===== src/rtl/csel_pkg.sv =====
// rtl/csel_pkg.sv - shared constants, payload type and depth helper for the carry-select pipe adder.
// Optional feature macro: CSEL_PIPE_OVF_EN (adds the ovf bit to the payload).
package csel_pkg;

  localparam int DEF_WIDTH       = 16;
  localparam int DEF_BLK         = 4;
  localparam int DEF_BLK_PER_STG = 1;

  // Payload layout at the default width; the top re-declares it at its own WIDTH.
  typedef struct packed {
    logic [DEF_WIDTH-1:0] sum;
    logic [DEF_WIDTH-1:0] a;
    logic [DEF_WIDTH-1:0] b;
    logic                 carry;
`ifdef CSEL_PIPE_OVF_EN
    logic                 ovf;
`endif
    logic                 valid;
  } csel_stage_t;

  function automatic int csel_stages(input int width, input int blk, input int blk_per_stg);
    return width / (blk * blk_per_stg);
  endfunction

endpackage


===== src/rtl/csel_pipe_adder_if.sv =====
// rtl/csel_pipe_adder_if.sv - operand/result handshake bundle for csel_pipe_adder.
// Optional feature macro: CSEL_PIPE_OVF_EN (adds out_ovf).
interface csel_pipe_adder_if #(
  parameter int WIDTH = 16
);

  logic             in_valid;
  logic             in_ready;
  logic [WIDTH-1:0] in_a;
  logic [WIDTH-1:0] in_b;
  logic             in_cin;
  logic             in_sub;
  logic             out_valid;
  logic             out_ready;
  logic [WIDTH-1:0] out_sum;
  logic             out_cout;
`ifdef CSEL_PIPE_OVF_EN
  logic             out_ovf;
`endif

  modport master (
    output in_valid, in_a, in_b, in_cin, in_sub, out_ready,
`ifdef CSEL_PIPE_OVF_EN
    input  out_ovf,
`endif
    input  in_ready, out_valid, out_sum, out_cout
  );

  modport slave (
    input  in_valid, in_a, in_b, in_cin, in_sub, out_ready,
`ifdef CSEL_PIPE_OVF_EN
    output out_ovf,
`endif
    output in_ready, out_valid, out_sum, out_cout
  );

endinterface


===== src/rtl/csel_group.sv =====
// rtl/csel_group.sv - combinational BLK-bit carry-select group.
module csel_group #(
  parameter int BLK = 4
) (
  input  logic [BLK-1:0] a,
  input  logic [BLK-1:0] b,
  input  logic           c,
  output logic [BLK-1:0] sum,
  output logic           cout
);

  logic [BLK:0] r0;
  logic [BLK:0] r1;

  // Both carry-in hypotheses are computed up front; c only steers the mux.
  assign r0   = {1'b0, a} + {1'b0, b};
  assign r1   = {1'b0, a} + {1'b0, b} + {{BLK{1'b0}}, 1'b1};
  assign sum  = c ? r1[BLK-1:0] : r0[BLK-1:0];
  assign cout = r0[BLK] | (c & r1[BLK]);

endmodule


===== src/rtl/csel_pipe_adder.sv =====
// rtl/csel_pipe_adder.sv - pipelined carry-select adder/subtractor, BLK_PER_STG groups per stage.
// Optional feature macro: CSEL_PIPE_OVF_EN (signed overflow output out_ovf).
module csel_pipe_adder
  import csel_pkg::*;
#(
  parameter int WIDTH       = DEF_WIDTH,
  parameter int BLK         = DEF_BLK,
  parameter int BLK_PER_STG = DEF_BLK_PER_STG
) (
  input logic               clk,
  input logic               rst_n,
  csel_pipe_adder_if.slave  bus
);

  localparam int SB     = BLK * BLK_PER_STG;
  localparam int STAGES = csel_stages(WIDTH, BLK, BLK_PER_STG);

  if ((BLK < 1) || (BLK_PER_STG < 1) || (WIDTH % SB != 0) || (STAGES < 1)) begin : g_bad_cfg
    $error("csel_pipe_adder: WIDTH must be a non-zero multiple of BLK*BLK_PER_STG");
  end

  typedef struct packed {
    logic [WIDTH-1:0] sum;
    logic [WIDTH-1:0] a;
    logic [WIDTH-1:0] b;
    logic             carry;
`ifdef CSEL_PIPE_OVF_EN
    logic             ovf;
`endif
    logic             valid;
  } stage_t;

  logic   adv;
  stage_t in_beat;

  // Subtraction folds into the operand: invert B once, force carry-in high.
  always_comb begin
    in_beat       = '0;
    in_beat.a     = bus.in_a;
    in_beat.b     = bus.in_sub ? ~bus.in_b : bus.in_b;
    in_beat.carry = bus.in_sub | bus.in_cin;
    in_beat.valid = bus.in_valid;
  end

  for (genvar k = 0; k < STAGES; k++) begin : g_stg
    stage_t                 src;
    stage_t                 nxt;
    stage_t                 q;
    logic [BLK_PER_STG:0]   c;
    logic [SB-1:0]          grp_sum;

    if (k == 0) begin : g_first
      assign src = in_beat;
    end else begin : g_next
      assign src = g_stg[k-1].q;
    end

    assign c[0] = src.carry;

    for (genvar g = 0; g < BLK_PER_STG; g++) begin : g_grp
      csel_group #(.BLK(BLK)) u_grp (
        .a    (src.a[k*SB + g*BLK +: BLK]),
        .b    (src.b[k*SB + g*BLK +: BLK]),
        .c    (c[g]),
        .sum  (grp_sum[g*BLK +: BLK]),
        .cout (c[g+1])
      );
    end

    always_comb begin
      nxt                    = src;
      nxt.sum[k*SB +: SB]    = grp_sum;
      nxt.carry              = c[BLK_PER_STG];
`ifdef CSEL_PIPE_OVF_EN
      // Carry into the MSB is recovered as a^b^sum at that bit.
      if (k == STAGES - 1) begin
        nxt.ovf = src.a[WIDTH-1] ^ src.b[WIDTH-1] ^ grp_sum[SB-1] ^ c[BLK_PER_STG];
      end
`endif
    end

    always_ff @(posedge clk or negedge rst_n) begin
      if (!rst_n) begin
        q <= '0;
      end else if (adv) begin
        q <= nxt;
      end
    end
  end

  assign adv           = !g_stg[STAGES-1].q.valid | bus.out_ready;
  assign bus.in_ready  = adv;
  assign bus.out_valid = g_stg[STAGES-1].q.valid;
  assign bus.out_sum   = g_stg[STAGES-1].q.sum;
  assign bus.out_cout  = g_stg[STAGES-1].q.carry;
`ifdef CSEL_PIPE_OVF_EN
  assign bus.out_ovf   = g_stg[STAGES-1].q.ovf;
`endif

endmodule

===== src/flat_wrapper.sv =====
// flat-port wrapper written by rule: the top's interface ports become plain ports
module csel_pipe_adder_flat import csel_pkg::*;
#(
  parameter int WIDTH       = DEF_WIDTH,
  parameter int BLK         = DEF_BLK,
  parameter int BLK_PER_STG = DEF_BLK_PER_STG
)
  (clk, rst_n, bus_in_valid, bus_in_a, bus_in_b, bus_in_cin, bus_in_sub, bus_out_ready, bus_in_ready, bus_out_valid, bus_out_sum, bus_out_cout);
  csel_pipe_adder_if #(.WIDTH(WIDTH)) bus_i ();
  input logic clk;
  input logic rst_n;
  input wire logic [$bits(bus_i.in_valid)-1:0] bus_in_valid;
  input wire logic [$bits(bus_i.in_a)-1:0] bus_in_a;
  input wire logic [$bits(bus_i.in_b)-1:0] bus_in_b;
  input wire logic [$bits(bus_i.in_cin)-1:0] bus_in_cin;
  input wire logic [$bits(bus_i.in_sub)-1:0] bus_in_sub;
  input wire logic [$bits(bus_i.out_ready)-1:0] bus_out_ready;
  output wire logic [$bits(bus_i.in_ready)-1:0] bus_in_ready;
  output wire logic [$bits(bus_i.out_valid)-1:0] bus_out_valid;
  output wire logic [$bits(bus_i.out_sum)-1:0] bus_out_sum;
  output wire logic [$bits(bus_i.out_cout)-1:0] bus_out_cout;
  assign bus_i.in_valid = bus_in_valid;
  assign bus_i.in_a = bus_in_a;
  assign bus_i.in_b = bus_in_b;
  assign bus_i.in_cin = bus_in_cin;
  assign bus_i.in_sub = bus_in_sub;
  assign bus_i.out_ready = bus_out_ready;
  assign bus_in_ready = bus_i.in_ready;
  assign bus_out_valid = bus_i.out_valid;
  assign bus_out_sum = bus_i.out_sum;
  assign bus_out_cout = bus_i.out_cout;
  csel_pipe_adder #(.WIDTH(WIDTH), .BLK(BLK), .BLK_PER_STG(BLK_PER_STG)) u_core (.clk(clk), .rst_n(rst_n), .bus(bus_i));
endmodule

===== config.mk =====
export PLATFORM = sky130hd
export DESIGN_NAME = csel_pipe_adder_flat
export DESIGN_NICKNAME = d
export VERILOG_FILES = /design/src/rtl/csel_pkg.sv /design/src/rtl/csel_pipe_adder_if.sv /design/src/rtl/csel_group.sv /design/src/rtl/csel_pipe_adder.sv /design/src/flat_wrapper.sv
export SDC_FILE = /design/constraint.sdc
export NUM_CORES = 1
export LEC_CHECK = 0
export ABC_AREA = 1
export BUFFER_PORTS_ARGS = -buffer_cell sky130_fd_sc_hd__buf_2
export CORE_MARGIN = 1.5
export CORE_UTILIZATION = 50
export CTS_BUF_LIST = sky130_fd_sc_hd__clkbuf_4 sky130_fd_sc_hd__clkbuf_8
export DETAILED_ROUTE_END_ITERATION = 6
export GPL_TIMING_DRIVEN = 0
export PLACE_DENSITY = 0.7
export SYNTH_ARGS = -nofsm -noshare
export SYNTH_HDL_FRONTEND = slang
export SYNTH_SLANG_ARGS = --single-unit

===== constraint.sdc =====
create_clock -name clk -period 2.6 [get_ports clk]
set_input_delay 0.52 -clock clk [delete_from_list [all_inputs] [get_ports clk]]
set_output_delay 0.52 -clock clk [all_outputs]
set_load 0.03 [all_outputs]

==> flow_summary_export.csv <==
group,metric,value,unit
status,status,"complete, no violations",
logic_synthesis,synth.most_common_cell,"nand2_1",
logic_synthesis,synth_top_area_share,0.520,
clock_network,cts_resized,0,
worst_setup_path,cp_max_fo,10,
detailed_routing,drtIter0Drc,164,
worst_setup_path,r2r_end,"u_core.g_stg[2].q[44]",
worst_setup_path,critPathRequiredTime,2.08,ns
grt,antenna_found_initial,0,
detailed_routing,wl_per_cell,14.0,µm
floorplanning,initial_utilization,0.522,
grt,track_usage,0.224,
power_and_ir_drop,power_density,1250,nW/µm²
timing,timing.final.crit_share,0.856,
detailed_routing,vias,3658,
logic_synthesis,ys.flop_type,"dfrtp_1",
worst_setup_path,reg2reg_depth,8,
clock_network,cts_hold_buf,0,
worst_setup_path,path_cells,"inv_1 -> nor2_4 -> inv_2 -> buf_2 -> buf_2 -> buf_2",
floorplanning,die_h,99.1,µm
timing,drv_slew,0,
worst_setup_path,timing.rr.start,"u_core.g_stg[1].q[10]",
logic_synthesis,ys_ff_latch,96,
placement,hpwl,7280,µm
clock_network,clock_latency,0.37,ns
clock_network,root_buffer,"clkbuf_8",
floorplanning,ios,57,
logic_synthesis,synth-edff-count,0,
logic_synthesis,ys_types,22,
placement,gp_congestion,0.878,
logic_synthesis,async_reset_ff_frac,1.00,
clock_network,htreeDepth,3,
timing,fin_worst_skew,0.0162,ns
grt,top_usage_layer,"met2",
logic_synthesis,ys_top_cells_by_count,"176 x nand2_1, 96 x dfrtp_1, 60 x inv_1, 40 x o21ai_1, 28 x nand3_1",
clock_network,cts.path.max_buffers,2,
timing,fmax,0.449,GHz
timing,setup_slack,0.375,ns
logic_synthesis,yosysWarnings,0,
grt,grt_max_degree,61,
layout,final_util,0.600,
detailed_routing,drc_errors,0,
worst_setup_path,crit_path_max_incr_delay,0.38,ns
clock_network,clock_sinks,96,
timing,hold_violations,0,
grt,use_met3,0.0369,
floorplanning,std_cell_rows,34,
logic_synthesis,syn_area,4620,µm²
timing,relSlewSlack,0.612,
logic_synthesis,synth_nets,604,
timing,setup_violations,0,
logic_synthesis,yosysTopAreaCell,"dfrtp_1",
grt,grt_pass1_wl,17100,µm
floorplanning,dieArea,9820,µm²
worst_setup_path,r2r_slack,0.67,ns
clock_network,cts_buffers,9,
hold_path,min-delay-path-class,"in -> async",
grt,grt_overflow_total,0,
detailed_routing,wirelength,10100,µm
floorplanning,fp.coreArea,8850,µm²
worst_setup_path,path_class,"reg -> out",
grt,grt_pass1_vias,3678,
logic_synthesis,syn_avg_cell_area,8.52,µm²
layout,fill_cells,807,
layout,final_area,5310,µm²
clock_network,clkTransAtPathRegs,0.10,ns
worst_setup_path,worstSetupStartpointType,"flop",
logic_synthesis,synthTopCellsByArea,"dfrtp_1 52%, nand2_1 14%, ha_1 5.4%, inv_1 4.9%, o21ai_1 4.3%",
detailed_routing,ant_nets,0,
placement,place_ws,0.0604,ns
grt,grtUsageMet1,0.288,
worst_setup_path,slowest_stage,"dfrtp_1",
detailed_routing,dr.pass1.iters,4,
worst_setup_path,crit_arrival,1.70,ns
detailed_routing,routed_via_density,5.07,
layout,area_growth,14.9,%
timing,timing.hold.ws,0.0963,ns
timing,rsz0062_at_grt,"no",
power_and_ir_drop,ir_drop,0.000382,V
worst_setup_path,critPathCaptureType,"output pin",
logic_synthesis,syn_inst,542,
timing,worstMarginPinSlew,0.582,ns
job,maxCapViolations,0,
clock_network,cts_tree,"built",
floorplanning,die_width,99.1,µm
placement,numPortBuffers,55,
clock_network,cts_setup_buffers,0,
grt,grt_util_met2,0.377,
timing,tns,0,ns
timing,fin_crit,2.22,ns
logic_synthesis,ys_seq_area_frac,0.520,
layout,layout-drive-gt1-share,0.156,
power_and_ir_drop,leakage,0.00276,µW
layout,num_antenna_cells,0,
placement,place_area,5060,µm²
worst_setup_path,worst_path_most_repeated_cell,"buf_2",
layout,nNetsFinal,671,
power breakdown:
part / internal (µW) / switching [µW]
registers: 2160 / 388
clock network: 651 / 561
logic: 1030 / 1860
total: 3840 / 2810
sequential cells by signal, indices dropped and copies added (netlist names):
| register | count |
|---|---|
| u_core.bus.out_cout | 1 |
| u_core.bus.out_sum | 16 |
| u_core.bus.out_valid | 1 |
| u_core.g_stg.q | 78 |
routing by layer:
layer | routed length, µm | up-vias
li1 | - | 1839
met1 | 4590 | 1708
met2 | 4750 | 95
met3 | 521 | 16
met4 | 231 | 0
met5 | 0 | -
cells in the final DEF, fill, tap and decap left out, types with 5 or more instances in the layout:
master,count
o21ai_0,22
nand3_1,28
ha_1,20
xnor2_1,18
nor2_1,22
clkbuf_8,9
clkbuf_1,5
a21oi_1,18
buf_2,68
dfrtp_1,96
inv_1,60
nand2_1,176
o21ai_1,40
worst max path at each step:
stage,end,slack (ns),startpoint,cells past startpoint
6_report,bus_in_ready,0.38,u_core.bus.out_valid,6
5_1_grt,bus_in_ready,0.28,u_core.bus.out_valid,6
4_1_cts,bus_in_ready,0.35,u_core.bus.out_valid,6
3_5_place_dp,u_core.g_stg[0].q[35],0.06,bus_in_sub,10
3_3_place_gp,u_core.g_stg[0].q[22],0.08,rst_n,1
2_1_floorplan,u_core.g_stg[0].q[35],0.23,bus_in_sub,10
stage by stage:
step,cells,total power [µW]
finish,722,6650
global route,722,7190
CTS,722,6680
detailed placement,706,5440
global placement,705,5310
floorplan,542,4610
critical path: cells and delay by family, from the launching register on:
kind	cells	cell delay (ns)
buffers and inverters	5	0.88
and+or+nand+nor	1	0.08
DFF	1	0.38
cells by family (layout without fill, tap and decap cells):
| kind of cell | count (synthesis) | in the layout | synth area share |
|---|---|---|---|
| and+or+nand+nor | 235 | 235 | 0.204 |
| DFF | 96 | 96 | 0.520 |
| buffers and inverters | 84 | 156 | 0.0745 |
| AOI/OAI and AO/OA | 82 | 82 | 0.0900 |
| adders and majority gates | 24 | 24 | 0.0716 |
| xor gates and xnor gates | 21 | 21 | 0.0398 |
layout make-up:
cell class	instances	area (µm²)	area share
clock inverters	7	125	0.0236
inverters	62	233	0.0439
multi-input cells	362	1870	0.352
well taps	108	135	0.0255
repair buffers	56	305	0.0575
plain buffers	22	111	0.0210
clock buffers	9	124	0.0233
flip-flops and latches	96	2400	0.453
Power figures use the tool's default switching activity.
